===== config.mk =====
export PLATFORM = sky130hd
export DESIGN_NAME = riscv_mem_req_arbiter
export DESIGN_NICKNAME = d
export VERILOG_FILES = /design/src/rtl/riscv_mem_req_arbiter.sv
export SDC_FILE = /design/constraint.sdc
export NUM_CORES = 1
export LEC_CHECK = 0
export CAP_MARGIN = 20
export CORE_AREA = 5 5 138 140
export CTS_BUF_LIST = sky130_fd_sc_hd__clkbuf_2 sky130_fd_sc_hd__clkbuf_4 sky130_fd_sc_hd__clkbuf_8
export DETAILED_ROUTE_END_ITERATION = 10
export DIE_AREA = 0 0 143 145
export PLACE_DENSITY_LB_ADDON = 0.15
export SKIP_LAST_GASP = 1
export SYNTH_ARGS = -nofsm -noshare
export SYNTH_HDL_FRONTEND = slang
export SYNTH_SLANG_ARGS = --single-unit

===== constraint.sdc =====
create_clock -name clock -period 4.1 [get_ports clock]
set_input_delay 0.615 -clock clock [delete_from_list [all_inputs] [get_ports clock]]
set_output_delay 0.615 -clock clock [all_outputs]
set_load 0.05 [all_outputs]

===== src/rtl/riscv_mem_req_arbiter.sv =====
// Round-robin arbiter between instruction-fetch and load/store ports in front of the AXI driver,
// with an in-order tag FIFO that steers responses back. Optional perf counters: RISCV_ARB_PERF_EN.
module riscv_mem_req_arbiter #(
    parameter int DEPTH = 16,
    parameter int PTR_W = $clog2(DEPTH)
) (
    input  logic        clock,
    input  logic        reset,

    input  logic        if_req_vld,
    input  logic [31:0] if_req_addr,
    output logic        if_req_ack,
    output logic        if_rsp_vld,
    output logic [31:0] if_rsp_data,

    input  logic        ls_req_vld,
    input  logic        ls_req_rnw,
    input  logic [31:0] ls_req_addr,
    input  logic [31:0] ls_req_data,
    output logic        ls_req_ack,
    output logic        ls_rsp_vld,
    output logic [31:0] ls_rsp_data,

    output logic        req_vld,
    output logic        req_rnw,
    output logic [31:0] req_addr,
    output logic [31:0] req_data,
    input  logic        req_ack,
    input  logic        rsp_vld,
    input  logic [31:0] rsp_data,

    output logic        rsp_orphan,
    output logic [31:0] perf_if_grants,
    output logic [31:0] perf_ls_grants,
    output logic [31:0] perf_stall_cycles
);

    localparam int   CNT_W   = PTR_W + 1;
    localparam logic SRC_IF  = 1'b0;
    localparam logic SRC_LS  = 1'b1;

    logic             last_grant_q, last_grant_d;
    logic [DEPTH-1:0] tag_q, tag_d;
    logic [PTR_W-1:0] wr_ptr_q, wr_ptr_d;
    logic [PTR_W-1:0] rd_ptr_q, rd_ptr_d;
    logic [CNT_W-1:0] count_q, count_d;
    logic             rsp_orphan_q, rsp_orphan_d;

    logic full;
    logic empty;
    logic sel_ls;
    logic sel_vld;
    logic accept;
    logic pop;
    logic head_tag;

    assign full  = (count_q == CNT_W'(DEPTH));
    assign empty = (count_q == '0);

    // Tie goes to the port that did not win the last accepted grant.
    assign sel_ls  = ls_req_vld & (~if_req_vld | (last_grant_q == SRC_IF));
    assign sel_vld = sel_ls ? ls_req_vld : if_req_vld;

    assign req_vld  = sel_vld & ~full & ~reset;
    assign req_rnw  = sel_ls ? ls_req_rnw  : 1'b1;
    assign req_addr = sel_ls ? ls_req_addr : if_req_addr;
    assign req_data = sel_ls ? ls_req_data : 32'd0;

    assign accept     = req_vld & req_ack;
    assign if_req_ack = accept & ~sel_ls;
    assign ls_req_ack = accept & sel_ls;

    assign head_tag    = tag_q[rd_ptr_q];
    assign pop         = rsp_vld & ~empty & ~reset;
    assign if_rsp_vld  = pop & (head_tag == SRC_IF);
    assign ls_rsp_vld  = pop & (head_tag == SRC_LS);
    assign if_rsp_data = rsp_data;
    assign ls_rsp_data = rsp_data;
    assign rsp_orphan  = rsp_orphan_q;

    always_comb begin
        last_grant_d = last_grant_q;
        tag_d        = tag_q;
        wr_ptr_d     = wr_ptr_q;
        rd_ptr_d     = rd_ptr_q;
        count_d      = count_q;
        rsp_orphan_d = rsp_orphan_q;

        if (accept) begin
            last_grant_d    = sel_ls;
            tag_d[wr_ptr_q] = sel_ls;
            wr_ptr_d        = wr_ptr_q + PTR_W'(1);
        end

        if (pop) begin
            rd_ptr_d = rd_ptr_q + PTR_W'(1);
        end

        if (rsp_vld && empty) begin
            rsp_orphan_d = 1'b1;
        end

        case ({accept, pop})
            2'b10:   count_d = count_q + CNT_W'(1);
            2'b01:   count_d = count_q - CNT_W'(1);
            default: count_d = count_q;
        endcase
    end

    always_ff @(posedge clock or posedge reset) begin
        if (reset) begin
            last_grant_q <= SRC_LS;
            tag_q        <= '0;
            wr_ptr_q     <= '0;
            rd_ptr_q     <= '0;
            count_q      <= '0;
            rsp_orphan_q <= 1'b0;
        end else begin
            last_grant_q <= last_grant_d;
            tag_q        <= tag_d;
            wr_ptr_q     <= wr_ptr_d;
            rd_ptr_q     <= rd_ptr_d;
            count_q      <= count_d;
            rsp_orphan_q <= rsp_orphan_d;
        end
    end

`ifdef RISCV_ARB_PERF_EN
    logic [31:0] perf_if_q, perf_if_d;
    logic [31:0] perf_ls_q, perf_ls_d;
    logic [31:0] perf_stall_q, perf_stall_d;

    always_comb begin
        perf_if_d    = perf_if_q;
        perf_ls_d    = perf_ls_q;
        perf_stall_d = perf_stall_q;
        if (if_req_ack) begin
            perf_if_d = perf_if_q + 32'd1;
        end
        if (ls_req_ack) begin
            perf_ls_d = perf_ls_q + 32'd1;
        end
        if ((if_req_vld | ls_req_vld) & ~accept) begin
            perf_stall_d = perf_stall_q + 32'd1;
        end
    end

    always_ff @(posedge clock or posedge reset) begin
        if (reset) begin
            perf_if_q    <= '0;
            perf_ls_q    <= '0;
            perf_stall_q <= '0;
        end else begin
            perf_if_q    <= perf_if_d;
            perf_ls_q    <= perf_ls_d;
            perf_stall_q <= perf_stall_d;
        end
    end

    assign perf_if_grants    = perf_if_q;
    assign perf_ls_grants    = perf_ls_q;
    assign perf_stall_cycles = perf_stall_q;
`else
    assign perf_if_grants    = 32'd0;
    assign perf_ls_grants    = 32'd0;
    assign perf_stall_cycles = 32'd0;
`endif

endmodule


==> results of run 1 <==
## per-layer routing
metal	share of wire	wire length [um]	GRT usage
met1	0.35	3819	0.1048
met2	0.48	5214	0.1628
met3	0.13	1400	0.04771
met4	0.035	377	0.03945
met5	0	0	0
## worst max-delay path, delay by kind of cell, from the launching register on
| kind | cells | cell delay, ns |
|---|---|---|
| mux | 3 | 0.95 |
| buf+inv | 1 | 0.80 |
| flops | 1 | 0.57 |
| simple gates | 1 | 0.14 |
## cell usage in the layout (no fill, tap or decap), types with 2 or more instances in the layout
cell	count
a21o_1	3
mux2_1	8
mux2_2	44
nor4b_1	2
clkdlybuf4s50_1	173
inv_1	4
xnor2_1	4
ha_1	9
a21oi_1	2
xor2_1	6
nand4_1	3
o21ai_0	2
nor3_1	13
o211ai_1	2
nand2b_1	4
nor4_1	5
conb_1	96
clkbuf_8	6
mux4_2	4
nor2_1	6
mux2i_1	2
nand2_1	8
dfrtp_1	30
buf_4	5
and2_1	33
## layout make-up
cell class | count | area, um2 | share of cell area
clock buffer | 6 | 82.58 | 0.01696
clock inverter | 1 | 5.005 | 0.001028
inverter | 5 | 18.77 | 0.003855
multi-input combinational | 272 | 1882 | 0.3865
sequential | 31 | 777.0 | 0.1596
tap | 229 | 286.5 | 0.05885
timing repair buffer | 180 | 1817 | 0.3732
## through the flow
stage	area [um2]	power [mW]	worst slack, ns	hold slack, ns
after global routing	4868	2.309	0.5570	0.5002
after detailed placement	4753	1.933	0.7304	0.4521
final	4868	2.162	0.7364	0.4652
after global placement	4753	1.931	0.7543	0.4495
after floorplan	3975	1.797	1.063	0.4526
after CTS	4841	2.190	0.6440	0.4707
## state kept, by name (all words and copies together) (netlist names)
| signal | count |
|---|---|
| count_q | 5 |
| last_grant_q | 1 |
| rd_ptr_q | 4 |
| rsp_orphan | 1 |
| tag_q | 16 |
| wr_ptr_q | 4 |
## worst max-delay path by stage
stage,startpoint,end,slack [ns],cells after the start
6_report,rd_ptr_q[2]$_DFFE_PP0P_,if_rsp_vld,0.74,5
5_1_grt,rd_ptr_q[2]$_DFFE_PP0P_,if_rsp_vld,0.56,5
4_1_cts,rd_ptr_q[2]$_DFFE_PP0P_,if_rsp_vld,0.64,5
3_5_place_dp,if_req_vld,req_addr[3],0.73,5
3_3_place_gp,ls_req_vld,req_addr[6],0.75,5
2_1_floorplan,reset,count_q[4]$_DFFE_PP0P_,1.06,13
## report_power, final
group / total, mW / leakage, nW / internal [mW] / switching [mW]
clock network: 0.244 / 0.0470 / 0.132 / 0.113
registers: 0.619 / 0.389 / 0.445 / 0.174
logic: 1.30 / 1.63 / 0.521 / 0.778
## kinds of logic after synthesis
logic type / after synthesis / synth area share
other: 1 / 0.001036
muxes: 58 / 0.1923
xor gates and xnor gates: 10 / 0.02420
adders and majority gates: 9 / 0.03112
and+or+nand+nor: 82 / 0.1356
AOI/OAI and AO/OA: 17 / 0.03424
DFF: 31 / 0.2147
buffers and inverters: 183 / 0.3669
==> metrics.txt, run 1 <==
outcome=complete, no violations; largest net degree at the start of global routing=55; maximum single-stage delay on the critical path=roughly 0.80 ns; number of nets in the final layout=~640; number of antenna violations at the first check in global routing=0; Crit path required time=3.48 ns; clock tree from TritonCTS=built; total negative slack=0 ns; Worst-Margin Slew=0.5627 ns; number of synthesized register bits=31; Routed Wire Length=approximately 11,000 um; fraction of layout instances using a drive strength above 1=0.1434; slowest CP cell=clkdlybuf4s50_1; routed via count=2,655; wire length of the first global-routing pass=between 15,000 and 20,000 um; gp weighted congestion=0.7405; clock sink count=31; maximum fanout along the worst path=6; Leakage=2.069 nW; Setup crit end kind=output port; number of flops mapped to enable cells by yosys=0; reg2reg end=count_q[4]$_DFFE_PP0P_; First-pass DRT Iterations=4; Hold Path Cell Cnt=1; Std-Cell Rows=49; final worst path period need=3.364 ns; Global Route Usage Sum=0.09752; Max IR drop VDD=0.1677 mV; DIE AREA=20,740 um2; starting density of the core=0.2042; postcts setup bufs=0; sequential-to-total area share from yosys stat=0.2147; hold endpoint=rsp_orphan$_DFFE_PP0P_; number of hold violations in the final report=0; Critical R2R Launch=count_q[1]$_DFFE_PP0P_; power per cell area=approximately 440 nW/um2; synth unique cells=46; cell with the most instances after synthesis=buf_4; number of hold-repair buffers added at the cts stage=0; Tightest Hold Check Type=reg2reg; total congestion overflow=0; post-synthesis instance area=around 3600 um2; final worst clock skew=0.004810 ns; number of max-cap violations=0; Post-synth top cells=161 x buf_4, 44 x mux2_2, 33 x and2_1; number of clock buffers inserted by TritonCTS=5; post-route non-filler standard cell count=around 720; syn avg cell area=9.254 um2; Post-Syn Instances=391; setup repair after global routing missed its margin=no; DRC violations left=0; critical path arrival=around 2.8 ns; area share of the leading cell type in the synthesized netlist=0.3340; worst max-slew margin expressed relative to the limit=0.6237; clock root buffer master=clkbuf_8; number of global-route vias before repair=2,779; final number of max-transition violations=0; CORE AREA=17,720 um2; Area contributors post-synth=buf_4 33%, dfrtp_1 21%, mux2_2 14%; die extent in y=145 um; Async SR Flop Fraction=1.000; kind of start point of the critical path=register; clock latency on the worst-skew pair=0.28 ns; FMAX=a little under 300 MHz; reg2reg setup slack=roughly 1.2 ns; final clock period utilization by the worst path=0.8204; cell taking the most area after synthesis=buf_4; Post-CTS Resized=0; Cell Chain, Critical Path=mux4_2 -> mux2i_1 -> mux2_2 -> and2_1 -> clkdlybuf4s50_1; number of DRC markers in iteration 0=80; cell total after placement=716; HPWL after detailed placement=about 9200 um; number of placed I/O pins=366; Layout fillers=roughly 1,900; drt via density=3.667; I/O Buffers=roughly 170; Min-Delay Startpoint=rsp_orphan$_DFFE_PP0P_; number of buffers on the longest clock path=2; antenna cells=0; routed length per instance=14.93 um; count of synthesis-stage warnings from yosys=0; post-route core utilization=0.2748; CTS HTree Levels=2; Syn-to-layout area delta=34.54%; flip-flop cell with the highest count after synthesis=dfrtp_1; Detail Route Antenna Nets=0; die width=between 100 and 150 um; Setup CP Type=reg2out; number of cells on the worst reg-to-reg path=11; setup violators final=0; clock-pin transition on the worst setup and hold timing paths=0.07 ns
No activity file was read; power rests on OpenSTA's default activity.
==> inputs of run 2 (changes only) <==
clock period = 2.95 ns   (was 4.1 ns; I/O delays follow)
==> metrics.txt, run 2 (synthesized netlist as in run 1, its figures left out) <==
Crit path required time=3.10 ns; cell family with most CP delay=compound AO/OA/AOI/OAI gates; clock root buffer master=clkbuf_8; postcts setup bufs=0; clock tree from TritonCTS=built; DIE AREA=approximately 21,000 um2; CTS HTree Levels=2; Detail Route Antenna Nets=0; DRC violations left=0; Tightest Hold Check Type=reg2reg; starting density of the core=0.2042; final worst path period need=roughly 2.6 ns; highest-count cells in the layout ignoring fill and taps=103 x clkdlybuf4s50_1, 96 x conb_1, 46 x buf_4; final hold slack=0.4690 ns; Global Route Usage Sum=0.09985; Post-CTS Resized=0; setup violators final=0; Routed Wire Length=~11,000 um; Max IR drop VDD=0.2040 mV; wire length of the first global-routing pass=16,220 um; Setup CP Type=in2reg; final worst clock skew=0.009569 ns; length of routed met3 wiring=1474 um; power per cell area=625.4 nW/um2; number of hold-repair buffers added at the cts stage=0; FMAX=378.8 MHz; HPWL after detailed placement=between 9000 and 10,000 um; kind of start point of the critical path=input port; Leakage=~2.3 nW; Layout fillers=1,864; final number of max-transition violations=0; maximum single-stage delay on the critical path=0.44 ns; outcome=complete, no violations; clock latency on the worst-skew pair=0.29 ns; number of nets in the final layout=644; I/O Buffers=173; slowest CP cell=clkdlybuf4s50_1; CORE AREA=17,720 um2; Std-Cell Rows=49; number of placed I/O pins=about 370; worst max-slew margin expressed relative to the limit=0.6522; number of buffers on the longest clock path=2; number of max-cap violations=0; final clock period utilization by the worst path=0.8949; cell total after placement=722; Setup crit end kind=register; largest net degree at the start of global routing=58; largest registers=tag_q: 16 flops, count_q: 5 flops; routed length per instance=roughly 15 um; sum of met2 wire segment lengths after detailed routing=5303 um; Worst-Margin Slew=0.5200 ns; fraction of layout instances using a drive strength above 1=0.2934; die width=143 um; number of hold violations in the final report=0; maximum fanout along the worst path=3; number of global-route vias before repair=2,746; die extent in y=145 um; uppermost metal layer occupied by signal nets=met5; number of DRC markers in iteration 0=121; register with the highest flop count=tag_q; critical path arrival=2.79 ns; total congestion overflow=0; number of clock buffers inserted by TritonCTS=5; clock-pin transition on the worst setup and hold timing paths=0.07 ns; critical path buffer and inverter count=2; detailed-route wire length on metal 1=3654 um; setup repair after global routing missed its margin=no; number of flip-flops under the largest register name=16; most common library cell in the layout ignoring fill and taps=clkdlybuf4s50_1; First-pass DRT Iterations=4; clock sink count=31; post-route core utilization=0.2924; drt via density=3.644; routed via count=between 2,000 and 3,000; antenna cells=0; number of antenna violations at the first check in global routing=1; Cell Chain, Critical Path=clkdlybuf4s50_1 -> o21bai_1 -> a21o_1 -> inv_2 -> nand2_2 -> ha_1 -> xor2_1 -> ha_1 -> o211ai_1 -> nor4_1 -> a2111oi_1 -> o211ai_1; post-route non-filler standard cell count=730; gp weighted congestion=0.7522; Syn-to-layout area delta=43.15%
-- run 2: routing by layer --
layer | global-route usage | vias to the layer above
li1 | - | 1255
met1 | 0.1041 | 1191
met2 | 0.1706 | 172
met3 | 0.04903 | 40
met4 | 0.03992 | 2
met5 | 0 | -
-- run 2: final timing paths --
path                                            endpoint                   start  cells past startpoint  slack, ns
worst max-delay path              count_q[4]$_DFFE_PP0P_                   reset                     12       0.31
worst min-delay path              rsp_orphan$_DFFE_PP0P_  rsp_orphan$_DFFE_PP0P_                      1       0.47
worst max register to register    count_q[4]$_DFFE_PP0P_  count_q[1]$_DFFE_PP0P_                     11       0.35
worst min register to register    rsp_orphan$_DFFE_PP0P_  rsp_orphan$_DFFE_PP0P_                      1       0.47
max in group asynchronous       last_grant_q$_DFFE_PP1P_                   reset                      3       1.99
min in group asynchronous         rsp_orphan$_DFFE_PP0P_                   reset                      3       0.61
-- run 2: per-stage QoR --
| step | instance area, um2 | setup TNS [ns] | setup slack (ns) | power [mW] |
|---|---|---|---|---|
| finish | 5180 | 0 | 0.3101 | 3.239 |
| CTS | 5179 | 0 | 0.2012 | 3.279 |
| floorplan | 3976 | 0 | 0.05295 | 2.498 |
| global route | 5180 | 0 | 0.07753 | 3.438 |
| detailed placement | 5061 | -0.03483 | -0.03483 | 2.820 |
| global placement | 5061 | 0 | 0.07887 | 2.814 |
-- run 2: worst register-to-register path: cells and delay by family (launching register included) --
kind                     cells  cell delay, ns
AO/OA/AOI/OAI                4            0.76
XOR/XNOR                     1            0.17
adder cells (fa/ha/maj)      2            0.41
buffers and inverters        1            0.05
flip-flops                   1            0.49
AND/OR/NAND/NOR              3            0.59
-- run 2: cell type report --
cell class	count	area, um2	area share
Timing Repair Buffer	185	2097	0.4048
Clock buffer	6	82.58	0.01594
Multi-Input combinational cell	272	1883	0.3635
Clock inverter	2	35.03	0.006763
Sequential cell	31	777.0	0.1500
Tap cell	229	286.5	0.05531
Inverter	5	18.77	0.003623
-- run 2: power breakdown --
group          switching, mW  internal (mW)  total (mW)
Clock                  0.168          0.273       0.441
Combinational           1.13          0.817        1.95
Sequential             0.229          0.619       0.848
==> inputs of run 3 (changes only) <==
PLACE_DENSITY_LB_ADDON = 0.08   (was 0.15)
SLEW_MARGIN = 25   (was default)
clock period = 3.15 ns   (was 2.95 ns; I/O delays follow)
==> metrics.txt, run 3 (synthesized netlist as in run 1, its figures left out) <==
number of global-route vias before repair=around 2,900; gp weighted congestion=~0.77; Tightest Hold Check Type=reg2reg; Hold Path Cell Cnt=1; largest registers=tag_q: 16 flops, count_q: 5 flops; number of nets in the final layout=641; Crit path required time=3.29 ns; share of total power in sequential cells=0.266; CTS HTree Levels=2; Worst-Margin Slew=roughly 0.52 ns; number of flip-flops under the largest register name=16; starting density of the core=0.2042; kind of start point of the critical path=input port; area taken by flip-flops and latches=approximately 780 um2; die extent in y=145 um; worst max-slew margin expressed relative to the limit=0.6504; CORE AREA=~18,000 um2; number of hold violations in the final report=0; total negative slack=0 ns; Leakage=2.293 nW; reg2reg setup slack=between 0.4 and 0.5 ns; final number of max-transition violations=0; number of antenna violations at the first check in global routing=1; setup repair after global routing missed its margin=no; Clk pwr share=0.136; register with the highest flop count=tag_q; largest net degree at the start of global routing=63; Setup crit end kind=register; switching share of power=0.4736; reg2reg end=count_q[4]$_DFFE_PP0P_; critical path arrival=2.88 ns; combined area of the multi-input logic cells=around 1900 um2; Setup CP Type=in2reg; fraction of met3 tracks used by global routing=0.04607; most common library cell in the layout ignoring fill and taps=clkdlybuf4s50_1; routing usage on met1=0.1231; final worst path period need=~2.7 ns; die width=143 um; number of max-cap violations=0; clock-pin transition on the worst setup and hold timing paths=about 0.07 ns; outcome=complete, no violations; Critical R2R Launch=count_q[1]$_DFFE_PP0P_; First-pass DRT Iterations=4; number of DRC markers in iteration 0=103; part of the power in combinational logic=0.597; drt via density=3.677; Routed Wire Length=~12,000 um; Detail Route Antenna Nets=0; total power=3.025 mW; setup violators final=0; clock tree from TritonCTS=built; design area=approximately 5200 um2; Top Usage Layer GRT=met2; maximum fanout along the worst path=3; final worst clock skew=0.003694 ns; antenna cells=0; Min-Delay Startpoint=rsp_orphan$_DFFE_PP0P_; routed length per instance=16.16 um; DIE AREA=20,740 um2; Area after DPL=5039 um2; Syn-to-layout area delta=42.50%; Std-Cell Rows=49; switching power=1.433 mW; number of hold-repair buffers added at the cts stage=0; routed via count=2,673; fraction of layout instances using a drive strength above 1=0.2892; internal power component=1.592 mW; clock sink count=31; hold endpoint=rsp_orphan$_DFFE_PP0P_; highest-count cells in the layout ignoring fill and taps=103 x clkdlybuf4s50_1, 96 x conb_1, 44 x mux2_2; Max IR drop VDD=around 0.22 mV; Global Route Usage Sum=0.1096; I/O Buffers=173; number of buffers on the longest clock path=2; final clock period utilization by the worst path=0.8692; Layout fillers=1,876; power per cell area=586.8 nW/um2; FMAX=365.2 MHz; wire length of the first global-routing pass=17,440 um; clock latency on the worst-skew pair=0.28 ns; Post-CTS Resized=0; fraction of met2 tracks used by global routing=0.1894; number of placed I/O pins=366; DRC violations left=0; number of clock buffers inserted by TritonCTS=5; total congestion overflow=0; number of cells on the worst reg-to-reg path=11; postcts setup bufs=0; clock root buffer master=clkbuf_8; HPWL after detailed placement=10,270 um
==> run 3: worst max-delay path, stage by stage <==
cell,delay [ns]
clkdlybuf4s50_1,0.54
o21bai_1,0.09
a21o_1,0.18
inv_2,0.08
nand2_2,0.06
ha_1,0.25
xor2_1,0.14
ha_1,0.20
o211ai_1,0.13
nor4b_1,0.17
a2111oi_0,0.42
o211ai_1,0.15
==> run 3: how the worst max path moves through the flow <==
stage	startpoint	end	cells after the start
2_1_floorplan	count_q[1]$_DFFE_PP0P_	count_q[4]$_DFFE_PP0P_	14
3_3_place_gp	if_req_vld	count_q[4]$_DFFE_PP0P_	12
3_5_place_dp	if_req_vld	count_q[4]$_DFFE_PP0P_	12
4_1_cts	if_req_vld	count_q[4]$_DFFE_PP0P_	12
5_1_grt	count_q[1]$_DFFE_PP0P_	count_q[4]$_DFFE_PP0P_	11
6_report	if_req_vld	count_q[4]$_DFFE_PP0P_	12
==> run 3: through the flow <==
| stage | utilization | hold WS, ns | cells | setup WS [ns] |
|---|---|---|---|---|
| 6_report | 0.2910 | 0.4694 | 727 | 0.4119 |
| 5_1_grt | 0.2910 | 0.4908 | 727 | 0.1879 |
| 4_1_cts | 0.2910 | 0.4788 | 727 | 0.3760 |
| 3_5_place_dp | 0.2844 | 0.4579 | 719 | 0.07266 |
| 3_3_place_gp | 0.2844 | 0.4708 | 719 | 0.1882 |
| 2_1_floorplan | - | 0.4526 | 486 | 0.1352 |
==> run 3: final cells by class <==
type | instances | area share
clock buffers | 6 | 0.01602
clock inverters | 2 | 0.006794
inverters | 5 | 0.003640
multi-input cells | 272 | 0.3650
flip-flops and latches | 31 | 0.1507
well taps | 229 | 0.05557
repair buffers | 182 | 0.4023
==> run 3: power by group through the flow <==
stage	sequential (mW)	combinational (mW)	clock, mW
after floorplan	0.708	1.63	0
after global placement	0.818	1.83	0
after detailed placement	0.817	1.83	0
after CTS	0.810	1.83	0.431
after global routing	0.849	1.93	0.449
final	0.805	1.81	0.413
==> run 3: metal layers <==
metal | vias to the layer above | wire length [um]
li1 | 1251 | -
met1 | 1201 | 4315
met2 | 183 | 5872
met3 | 36 | 1300
met4 | 2 | 246
met5 | - | 12
